<file path="config.mk">
export PLATFORM = sky130hd
export DESIGN_NAME = addsub_multicycle
export DESIGN_NICKNAME = d
export VERILOG_FILES = /design/src/rtl/alu_pkg.sv /design/src/rtl/slice_addsub.sv /design/src/rtl/addsub_multicycle.sv
export SDC_FILE = /design/constraint.sdc
export NUM_CORES = 1
export LEC_CHECK = 0
export ABC_CLOCK_PERIOD_IN_PS = 4700
export BUFFER_PORTS_ARGS = -buffer_cell sky130_fd_sc_hd__buf_4
export CAP_MARGIN = 0
export CORE_MARGIN = 2
export CORE_UTILIZATION = 25
export DETAILED_ROUTE_END_ITERATION = 16
export SYNTH_ARGS = -nofsm -noshare
export SYNTH_HDL_FRONTEND = slang
export SYNTH_SLANG_ARGS = --single-unit
export TNS_END_PERCENT = 1
</file>
<file path="constraint.sdc">
create_clock -name clk -period 4.7 [get_ports clk]
set_input_delay 0.47 -clock clk [delete_from_list [all_inputs] [get_ports clk]]
set_output_delay 0.47 -clock clk [all_outputs]
set_load 0.02 [all_outputs]
</file>
<file path="src/rtl/alu_pkg.sv">
// Shared ALU definitions.
// Contents:
//   MODE_ADD / MODE_SUB : add/sub mode select encodings
//   state_t             : sequencer states of the multi-cycle add/sub unit
//   flags_t             : status flag bundle (carry, overflow, zero, negative),
//                         intended for reuse by other ALU operations
package alu_pkg;

  localparam logic MODE_ADD = 1'b0;
  localparam logic MODE_SUB = 1'b1;

  typedef enum logic {
    IDLE = 1'b0,
    RUN  = 1'b1
  } state_t;

  typedef struct packed {
    logic carry;
    logic overflow;
    logic zero;
    logic negative;
  } flags_t;

  localparam flags_t FLAGS_CLEAR = '0;

endpackage

</file>
<file path="src/rtl/slice_addsub.sv">
// One SLICE-bit add/subtract step with a carry in and a carry out.
// Ports:
//   a_i, b_i : SLICE-bit operand chunks
//   cin      : carry into the low bit of the slice
//   sub      : 1 = invert b_i (subtract step; the +1 arrives through cin)
//   sum      : SLICE-bit result chunk
//   cout     : carry out of the top bit of the slice
//   c_msb    : carry into the top bit of the slice (for signed overflow)
module slice_addsub #(
  parameter int SLICE = 8
) (
  input  logic [SLICE-1:0] a_i,
  input  logic [SLICE-1:0] b_i,
  input  logic             cin,
  input  logic             sub,
  output logic [SLICE-1:0] sum,
  output logic             cout,
  output logic             c_msb
);

  logic [SLICE-1:0] w_b_eff;
  logic [SLICE:0]   w_full;

  assign w_b_eff = b_i ^ {SLICE{sub}};
  assign w_full  = {1'b0, a_i} + {1'b0, w_b_eff} + {{SLICE{1'b0}}, cin};
  assign sum     = w_full[SLICE-1:0];
  assign cout    = w_full[SLICE];
  // The sum bit at the top position is a ^ b ^ carry_in, so the carry into
  // that bit falls out by XORing the operand bits back off. This form also
  // works for SLICE = 1.
  assign c_msb   = w_full[SLICE-1] ^ a_i[SLICE-1] ^ w_b_eff[SLICE-1];

endmodule

</file>
<file path="src/rtl/addsub_multicycle.sv">
// Multi-cycle add/subtract unit: one SLICE-bit chunk per clock through a
// single narrow adder with a registered carry between chunks.
// Ports:
//   clk, rst_n  : clock, asynchronous active-low reset
//   start       : request, sampled only while idle; a, b, mode captured with it
//   mode        : 0 = a + b, 1 = a - b
//   a, b        : WIDTH-bit operands
//   busy        : high while an operation is in progress
//   done        : one-cycle pulse; y and flags update on the same edge
//   y           : result, held until the next done
//   carry       : carry out of MSB (subtract: 1 = no borrow)
//   overflow    : two's-complement signed overflow
//   zero        : y == 0
//   negative    : y[WIDTH-1]
//   dbg_state   : current sequencer state, for observation only
//
// Handshake: start is accepted on a rising edge where start = 1 and
// busy = 0; starts seen while busy = 1 are dropped without effect. done is
// asserted for exactly one cycle per accepted operation (unless reset
// aborts it), and y/flags change only on the edge that raises done.
//
// WIDTH must be a multiple of SLICE.
module addsub_multicycle
  import alu_pkg::*;
#(
  parameter int WIDTH = 32,
  parameter int SLICE = 8
) (
  input  logic             clk,
  input  logic             rst_n,
  input  logic             start,
  input  logic             mode,
  input  logic [WIDTH-1:0] a,
  input  logic [WIDTH-1:0] b,
  output logic             busy,
  output logic             done,
  output logic [WIDTH-1:0] y,
  output logic             carry,
  output logic             overflow,
  output logic             zero,
  output logic             negative,
  output state_t           dbg_state
);

  localparam int NSLICE = WIDTH / SLICE;
  localparam int IDXW   = (NSLICE > 1) ? $clog2(NSLICE) : 1;
  localparam logic [IDXW-1:0] LAST_IDX = IDXW'(NSLICE - 1);

  state_t           r_state;
  state_t           w_state_next;
  logic [WIDTH-1:0] r_a;
  logic [WIDTH-1:0] r_b;
  logic [WIDTH-1:0] r_res;
  logic [WIDTH-1:0] r_y;
  logic             r_mode;
  logic             r_carry;
  logic             r_done;
  logic [IDXW-1:0]  r_idx;
  flags_t           r_flags;

  logic             w_load;
  logic             w_step;
  logic             w_finish;
  logic             w_last;
  logic [SLICE-1:0] w_a_slice;
  logic [SLICE-1:0] w_b_slice;
  logic [SLICE-1:0] w_sum;
  logic             w_cout;
  logic             w_c_msb;
  logic [WIDTH-1:0] w_res_final;
  flags_t           w_flags_final;

  assign w_last    = (r_idx == LAST_IDX);
  assign w_a_slice = r_a[int'(r_idx)*SLICE +: SLICE];
  assign w_b_slice = r_b[int'(r_idx)*SLICE +: SLICE];

  slice_addsub #(
    .SLICE (SLICE)
  ) u_slice (
    .a_i   (w_a_slice),
    .b_i   (w_b_slice),
    .cin   (r_carry),
    .sub   (r_mode),
    .sum   (w_sum),
    .cout  (w_cout),
    .c_msb (w_c_msb)
  );

  // Sequencer: next state and per-cycle control strobes.
  always_comb begin
    w_state_next = r_state;
    w_load       = 1'b0;
    w_step       = 1'b0;
    w_finish     = 1'b0;
    case (r_state)
      IDLE: begin
        if (start) begin
          w_load       = 1'b1;
          w_state_next = RUN;
        end
      end
      RUN: begin
        w_step = 1'b1;
        if (w_last) begin
          w_finish     = 1'b1;
          w_state_next = IDLE;
        end
      end
      default: w_state_next = IDLE;
    endcase
  end

  // On the completing cycle the top slice is still only on the adder
  // output, so the visible result and its flags are assembled from the
  // partial result register with the final slice spliced into the top.
  always_comb begin
    w_res_final                    = r_res;
    w_res_final[WIDTH-1 -: SLICE]  = w_sum;
    w_flags_final.carry            = w_cout;
    w_flags_final.overflow         = w_c_msb ^ w_cout;
    w_flags_final.zero             = (w_res_final == '0);
    w_flags_final.negative         = w_res_final[WIDTH-1];
  end

  always_ff @(posedge clk or negedge rst_n) begin
    if (!rst_n) begin
      r_state <= IDLE;
      r_a     <= '0;
      r_b     <= '0;
      r_res   <= '0;
      r_y     <= '0;
      r_mode  <= MODE_ADD;
      r_carry <= 1'b0;
      r_done  <= 1'b0;
      r_idx   <= '0;
      r_flags <= FLAGS_CLEAR;
    end else begin
      r_state <= w_state_next;
      r_done  <= w_finish;

      if (w_load) begin
        r_a     <= a;
        r_b     <= b;
        r_mode  <= mode;
        // Subtract is a + ~b + 1: the +1 enters as the initial carry.
        r_carry <= mode;
        r_idx   <= '0;
      end

      if (w_step) begin
        r_res[int'(r_idx)*SLICE +: SLICE] <= w_sum;
        r_carry                           <= w_cout;
        r_idx                             <= w_last ? '0 : r_idx + 1'b1;
      end

      if (w_finish) begin
        r_y     <= w_res_final;
        r_flags <= w_flags_final;
      end
    end
  end

  assign busy      = (r_state == RUN);
  assign done      = r_done;
  assign y         = r_y;
  assign carry     = r_flags.carry;
  assign overflow  = r_flags.overflow;
  assign zero      = r_flags.zero;
  assign negative  = r_flags.negative;
  assign dbg_state = r_state;

endmodule

</file>
==> results of run 1 <==
sequential cells by signal, summed over array words and instances, names as in the netlist:
signal,flops
r_a,32
r_b,32
y,32
r_res,24
r_idx,2
busy,1
carry,1
done,1
overflow,1
r_carry,1
r_mode,1
zero,1
worst max-delay path by stage:
stage	from	endpoint	cells after the start
4_1_cts	r_idx[0]	overflow	11
5_1_grt	r_idx[0]	overflow	11
3_5_place_dp	r_idx[0]	overflow	11
3_3_place_gp	r_idx[0]	overflow	11
6_report	r_idx[0]	overflow	10
2_1_floorplan	r_idx[0]	overflow	11
repair_timing:
item,4_1_cts,5_1_grt
resized for setup,0,0
hold buffers,1,0
hold endpoints to repair,25,0
Yosys cell counts, drive strengths merged (5+ instances only):
cell	number	share of area
inv	9	0.0059
mux4	16	0.062
nand2	27	0.018
o31ai	5	0.0065
o21ai	21	0.019
buf	15	0.013
nor2	8	0.0052
nor4	5	0.0054
mux2	92	0.18
xor2	9	0.015
ha	12	0.026
dfrtp	129	0.56
a22o	12	0.018
per-stage QoR:
stage | setup WS (ps) | util
2_1_floorplan | 1240 | -
3_3_place_gp | 1330 | 0.305
3_5_place_dp | 1240 | 0.305
4_1_cts | 1210 | 0.333
5_1_grt | 1050 | 0.333
6_report | 1260 | 0.333
kinds of logic (layout without fill, tap and decap cells):
kind of cell | after synthesis | in the layout | synth area share
buffers and inverters | 28 | 155 | 0.0212
DFF | 129 | 129 | 0.559
adders and majority gates | 14 | 14 | 0.0329
and+or+nand+nor | 60 | 60 | 0.0509
AOI/OAI and AO/OA | 52 | 52 | 0.0685
xor gates and xnor gates | 14 | 14 | 0.0249
muxes | 108 | 108 | 0.242
critical path, stage by stage, from the launching register on:
cell and delay, ps:
dfrtp_1 520, mux4_2 580, xnor2_1 160, fa_1 450, fa_1 460, nor2b_4 130
o21ai_2 70, a21oi_2 250, o41ai_4 110, xnor3_1 350, mux2_4 260
layout by cell type (no fill, tap or decap), types with 8 or more instances in the layout:
| cell type | n |
|---|---|
| mux2_2 | 91 |
| xor2_1 | 8 |
| inv_1 | 9 |
| o21ai_0 | 18 |
| nor2_1 | 8 |
| a22o_1 | 12 |
| mux4_2 | 16 |
| clkbuf_16 | 17 |
| buf_4 | 113 |
| dfrtp_1 | 129 |
| ha_1 | 12 |
| nand2_1 | 27 |
area by class of cell:
cell class / instances / area, um^2 / area share
Sequential cell: 129 / 3230 / 0.429
Multi-Input combinational cell: 248 / 2430 / 0.323
Timing Repair Buffer: 114 / 858 / 0.114
Clock buffer: 19 / 453 / 0.0601
Tap cell: 285 / 357 / 0.0473
Clock inverter: 13 / 171 / 0.0228
Inverter: 9 / 33.8 / 0.00449
layer usage:
metal | up-vias | GRT usage | wire, um | share of wire
met1 | 1867 | 0.158 | 6280 | 0.44
li1 | 1713 | - | - | -
met4 | 0 | 0.0446 | 200 | 0.014
met3 | 14 | 0.0369 | 791 | 0.055
met5 | - | 0 | 0 | 0
met2 | 108 | 0.203 | 7070 | 0.49
==> impl_table.tex, run 1 <==
\begin{tabular}{lr}
\hline
Metric & Value \\
\hline
\multicolumn{2}{l}{\textbf{Floorplan}} \\
Die Footprint & 0.0243 mm\^{}2 \\
I/O pins & 107 \\
Initial Util & 0.255 \\
Number of placement rows & 55 \\
Die Height & 156 um \\
DIE WIDTH & 156 um \\
CORE AREA & 0.0226 mm\^{}2 \\
\multicolumn{2}{l}{\textbf{STA}} \\
Post-Route Skew & 6.60 ps \\
RSZ-0062 raised after global routing & false \\
Worst slew margin relative to its limit & 0.299 \\
Clock period minus final worst setup slack & 3440 ps \\
Highest Clock Rate & 290 MHz \\
Number of setup violations in the final report & 0 \\
Hold WS & 282 ps \\
Hold Vio Cnt, Final & 0 \\
Final number of max-transition violations & 0 \\
Final total negative setup slack & 0 ps \\
Share of the clock period used by the worst path & 0.733 \\
Least-Margin Pin Slew & 1050 ps \\
\multicolumn{2}{l}{\textbf{Route}} \\
Overall via count from detail\_route & 3702 \\
Overall routed net length & 14.3 mm \\
Final routed wire length divided by cell count & 17.6 um \\
Drt first pass iters & 4 \\
Violation count after the first detailed-route iteration & 146 \\
Detail Route Antenna Nets & 0 \\
Total DRC errors in the routed layout & 0 \\
DR vias/cell & 4.53 \\
\multicolumn{2}{l}{\textbf{Clock tree}} \\
Maximum clock insertion buffer count & 2 \\
Clock insertion delay at the later pin of the skew report & 420 ps \\
Number of levels the H-tree was split into & 4 \\
Number of sinks handled by clock tree synthesis & 129 \\
Clock tree from TritonCTS & built \\
Clock-pin slew on the worst setup and hold paths & 60 ps \\
Clock buffers created by TritonCTS & 17 \\
Clk Tree Root Cell & clkbuf\_16 \\
Buffers inserted by post-CTS timing repair & 0 \\
\multicolumn{2}{l}{\textbf{Worst setup path}} \\
Reg2Reg Depth & 10 \\
Worst R2R Setup Slack & 1260 ps \\
Kind of critical path & reg2reg \\
Type of element capturing the critical path & flip-flop \\
Critical path required time & 5000 ps \\
Max Fanout on Critical Path & 6 \\
Critical Path AT & 3740 ps \\
FF-to-FF End & overflow \\
Worst r2r src & r\_idx[0] \\
Crit path launch type & flip-flop \\
\multicolumn{2}{l}{\textbf{Layout}} \\
Share of post-route cells with drive strength above 1 & 0.491 \\
N\_diodes & 0 \\
Number of fill cells in the layout & 2181 \\
Fin cells & 817 \\
Number of nets in the layout & 601 \\
Final design area excluding fillers & 0.00753 mm\^{}2 \\
Signed area change from the synthesized netlist to the final layout & 30.4\% \\
\multicolumn{2}{l}{\textbf{Logic synthesis}} \\
Primary FF master, synth & dfrtp\_1 \\
Share of flip-flops with an asynchronous set or reset & 1.00 \\
Number of standard cells after synthesis & 405 \\
Unique masters post-synth & 45 \\
Number of synthesized flops with an enable pin & 0 \\
Sequential element share of the synthesized area & 0.559 \\
Synthesized flop and latch total & 129 \\
Avg Synthesized Cell Area & 14.3 um\^{}2 \\
Net Count, Synth & 487 \\
Yosys warning count & 0 \\
Netlist Area Pre-Place & 0.00577 mm\^{}2 \\
\multicolumn{2}{l}{\textbf{Global routing}} \\
Vias in the first global route & 4022 \\
Leftover overflow at the end of global routing & 0 \\
GRT Resource Usage Total & 0.125 \\
Number of antenna violations at the first check in global routing & 0 \\
Global-route wire length before repair & 22.8 mm \\
Maximum number of pins on one net before global-route repair & 66 \\
\multicolumn{2}{l}{\textbf{Placement}} \\
Gp weighted congestion & 0.870 \\
Cell area reported after detailed placement & 0.00690 mm\^{}2 \\
Detailed Place HPWL & 10.9 mm \\
Port Buf Inserts & 106 \\
Placed cell count & 784 \\
\multicolumn{2}{l}{\textbf{Worst hold path}} \\
Hold endpoint & r\_a[25] \\
Hold path cells & 2 \\
Hold Crit Class & in2reg \\
Worst hold path startpoint & a[25] \\
\multicolumn{2}{l}{\textbf{Run status}} \\
Result of the run & finished, final reports clean \\
\multicolumn{2}{l}{\textbf{Flow run}} \\
Number of maximum-capacitance violations & 0 \\
\hline
\end{tabular}
Power of run 1 is not shown: default switching activity piles up to over one toggle a cycle in this logic, so the estimate is an artifact.
==> run 2, diff against run 1 <==
ABC_CLOCK_PERIOD_IN_PS = 3200   (was 4700)
clock period = 3.2 ns   (was 4.7 ns; I/O delays follow)
==> impl_table.tex, run 2 (synthesized netlist as in run 1, its figures left out) <==
\begin{tabular}{lr}
\hline
Metric & Value \\
\hline
\multicolumn{2}{l}{\textbf{Route}} \\
Overall routed net length & 14.0 mm (-2.4\%) \\
Total DRC errors in the routed layout & 0 (unchanged) \\
Final routed wire length divided by cell count & 16.9 um (-3.6\%) \\
Detail Route Antenna Nets & 0 (unchanged) \\
Violation count after the first detailed-route iteration & 145 (-0.68\%) \\
Drt first pass iters & 4 (unchanged) \\
DR vias/cell & 4.48 (-1.2\%) \\
Overall via count from detail\_route & 3704 (+0.054\%) \\
\multicolumn{2}{l}{\textbf{Global routing}} \\
Met2 layer usage reported by global route & 0.201 (-0.00169) \\
Number of antenna violations at the first check in global routing & 0 (unchanged) \\
Global-route wire length before repair & 22.2 mm (-2.6\%) \\
GRT Max-Usage Layer & met2 \\
Maximum number of pins on one net before global-route repair & 130 (+97\%) \\
GRT Resource Usage Total & 0.120 (-0.00444) \\
GR Util met1 & 0.152 (-0.00648) \\
Vias in the first global route & 4056 (+0.85\%) \\
Leftover overflow at the end of global routing & 0 (unchanged) \\
Grt met3 use & 0.0311 (-0.00583) \\
\multicolumn{2}{l}{\textbf{STA}} \\
Post-Route Skew & 7.17 ps (+0.569 ps) \\
Number of setup violations in the final report & 0 (unchanged) \\
Hold WS & -18.7 ps (-301 ps) \\
RSZ-0062 raised after global routing & true \\
Least-Margin Pin Slew & 751 ps (-298 ps) \\
Share of the clock period used by the worst path & 0.977 (+0.245) \\
Highest Clock Rate & 320 MHz (+10\%) \\
Final Worst Setup Slack & 73.0 ps (-1180 ps) \\
Worst slew margin relative to its limit & 0.499 (+0.200) \\
Hold Vio Cnt, Final & 10 (+10) \\
Clock period minus final worst setup slack & 3130 ps (-316 ps) \\
Final number of max-transition violations & 0 (unchanged) \\
\multicolumn{2}{l}{\textbf{Worst setup path}} \\
Crit path launch type & flip-flop \\
Sequence of cells on the critical path & buf\_4, mux4\_2, xor2\_1, ha\_1, and2\_1, o21ai\_1, a31oi\_4, xor2\_1, xnor3\_1, mux2\_4 \\
Start point of the critical path & r\_idx[0] \\
Max Fanout on Critical Path & 6 (unchanged) \\
Type of element capturing the critical path & flip-flop \\
FF-to-FF End & overflow \\
Kind of critical path & reg2reg \\
Worst R2R Setup Slack & 70 ps (-1180 ps) \\
Worst r2r src & r\_idx[0] \\
Reg2Reg Depth & 10 (unchanged) \\
Critical Path AT & 3420 ps (-320 ps) \\
Cell type of the slowest stage on the worst timing path & mux4\_2 \\
Crit path largest cell delay & 520 ps (-60 ps) \\
Cell repeated most along the worst path & xor2\_1 \\
Critical path required time & 3490 ps (-1510 ps) \\
Crit path to & overflow \\
\multicolumn{2}{l}{\textbf{Floorplan}} \\
Die Height & 156 um (unchanged) \\
Number of placement rows & 55 (unchanged) \\
Die Footprint & 0.0243 mm\^{}2 (unchanged) \\
CORE AREA & 0.0226 mm\^{}2 (unchanged) \\
Initial Util & 0.255 (unchanged) \\
I/O pins & 107 (unchanged) \\
DIE WIDTH & 156 um (unchanged) \\
\multicolumn{2}{l}{\textbf{Clock tree}} \\
Clk Tree Root Cell & clkbuf\_16 \\
Number of levels the H-tree was split into & 4 (unchanged) \\
Number of sinks handled by clock tree synthesis & 129 (unchanged) \\
Clock tree from TritonCTS & built \\
Maximum clock insertion buffer count & 2 (unchanged) \\
Hold\_buf cts & 0 (-1) \\
Clock insertion delay at the later pin of the skew report & 410 ps (about the same) \\
Clock buffers created by TritonCTS & 17 (unchanged) \\
Clock-pin slew on the worst setup and hold paths & 60 ps (about the same) \\
\multicolumn{2}{l}{\textbf{Placement}} \\
Port Buf Inserts & 106 (unchanged) \\
Gp weighted congestion & 0.779 (-10\%) \\
Placement Setup Slack & 12.2 ps (-1220 ps) \\
Detailed Place HPWL & 10.5 mm (-3.8\%) \\
\multicolumn{2}{l}{\textbf{Run status}} \\
Result of the run & complete, but fails checks \\
Violated checks & negative hold slack \\
\multicolumn{2}{l}{\textbf{Layout}} \\
N\_diodes & 0 (unchanged) \\
Most frequent cells in the layout & dfrtp\_1 (128), buf\_4 (121), mux2\_2 (91) \\
Number of nets in the layout & 611 (+1.7\%) \\
Final core utilization & 0.337 (+0.00431) \\
Leading cell type in the layout, fill and taps excluded & dfrtp\_1 \\
Signed area change from the synthesized netlist to the final layout & 32.1\% \\
Number of fill cells in the layout & 2196 (+0.69\%) \\
Share of post-route cells with drive strength above 1 & 0.507 (+0.0168) \\
\multicolumn{2}{l}{\textbf{Worst hold path}} \\
Hold Crit Class & in2async \\
\multicolumn{2}{l}{\textbf{Flow run}} \\
Number of maximum-capacitance violations & 0 (unchanged) \\
\hline
\end{tabular}
[run 2: changes by cell type in the layout (fill, tap and decap cells not counted), moves of 2 or more]
cell        previous run  this run
fa_1                   2         0
buf_4                113       121
fa_2                   0         2
clkinvlp_4             2         5
buf_12                 0         3
inv_6                  5         2
[run 2: critical path, delay by kind of cell, from the launching register on]
| kind | cells | cell delay (ps) |
|---|---|---|
| AO/OA/AOI/OAI | 2 | 410 |
| multiplexers | 2 | 780 |
| buffers and inverters | 1 | 200 |
| XOR/XNOR | 3 | 710 |
| flip-flops | 1 | 420 |
| adder cells (fa/ha/maj) | 1 | 310 |
| AND/OR/NAND/NOR | 1 | 160 |
[run 2: layout make-up]
class | instances | area, um^2 | area share
clock buffers | 21 | 470 | 0.0617
clock inverters | 11 | 129 | 0.0169
inverters | 9 | 33.8 | 0.00443
multi-input cells | 248 | 2440 | 0.320
flip-flops and latches | 129 | 3230 | 0.423
well taps | 285 | 357 | 0.0467
repair buffers | 124 | 968 | 0.127
[run 2: metrics by stage]
stage                     instances  TNS (ps)  cell area (um^2)
final                           827         0              7630
after global routing            827      -146              7630
after CTS                       824         0              7610
after detailed placement        792         0              7000
after global placement          792         0              7000
after floorplan                 405         0              5790
[run 2: how the worst min path moves through the flow]
stage | cells past startpoint | end | slack (ps) | from
6_report | 2 | y[12] | -20 | rst_n
5_1_grt | 2 | y[12] | 80 | rst_n
4_1_cts | 2 | y[1] | 50 | rst_n
3_5_place_dp | 2 | y[1] | 490 | rst_n
3_3_place_gp | 2 | y[11] | 480 | rst_n
2_1_floorplan | 0 | busy | 20 | rst_n
[run 2: metal layers]
metal  routed length (um)  up-vias
met4                  145        0
met5                    0        -
met1                 6030     1874
li1                     -     1724
met2                 7090       97
met3                  725        9
[run 2: timing repair]
item                                    CTS  global route
resized for setup                         1             1
endpoints found under the setup margin    1             5
pin swaps                                 0             2
hold endpoints to repair                  0             0
buffers inserted                          0             3
Power of run 2 is left out for the same reason.
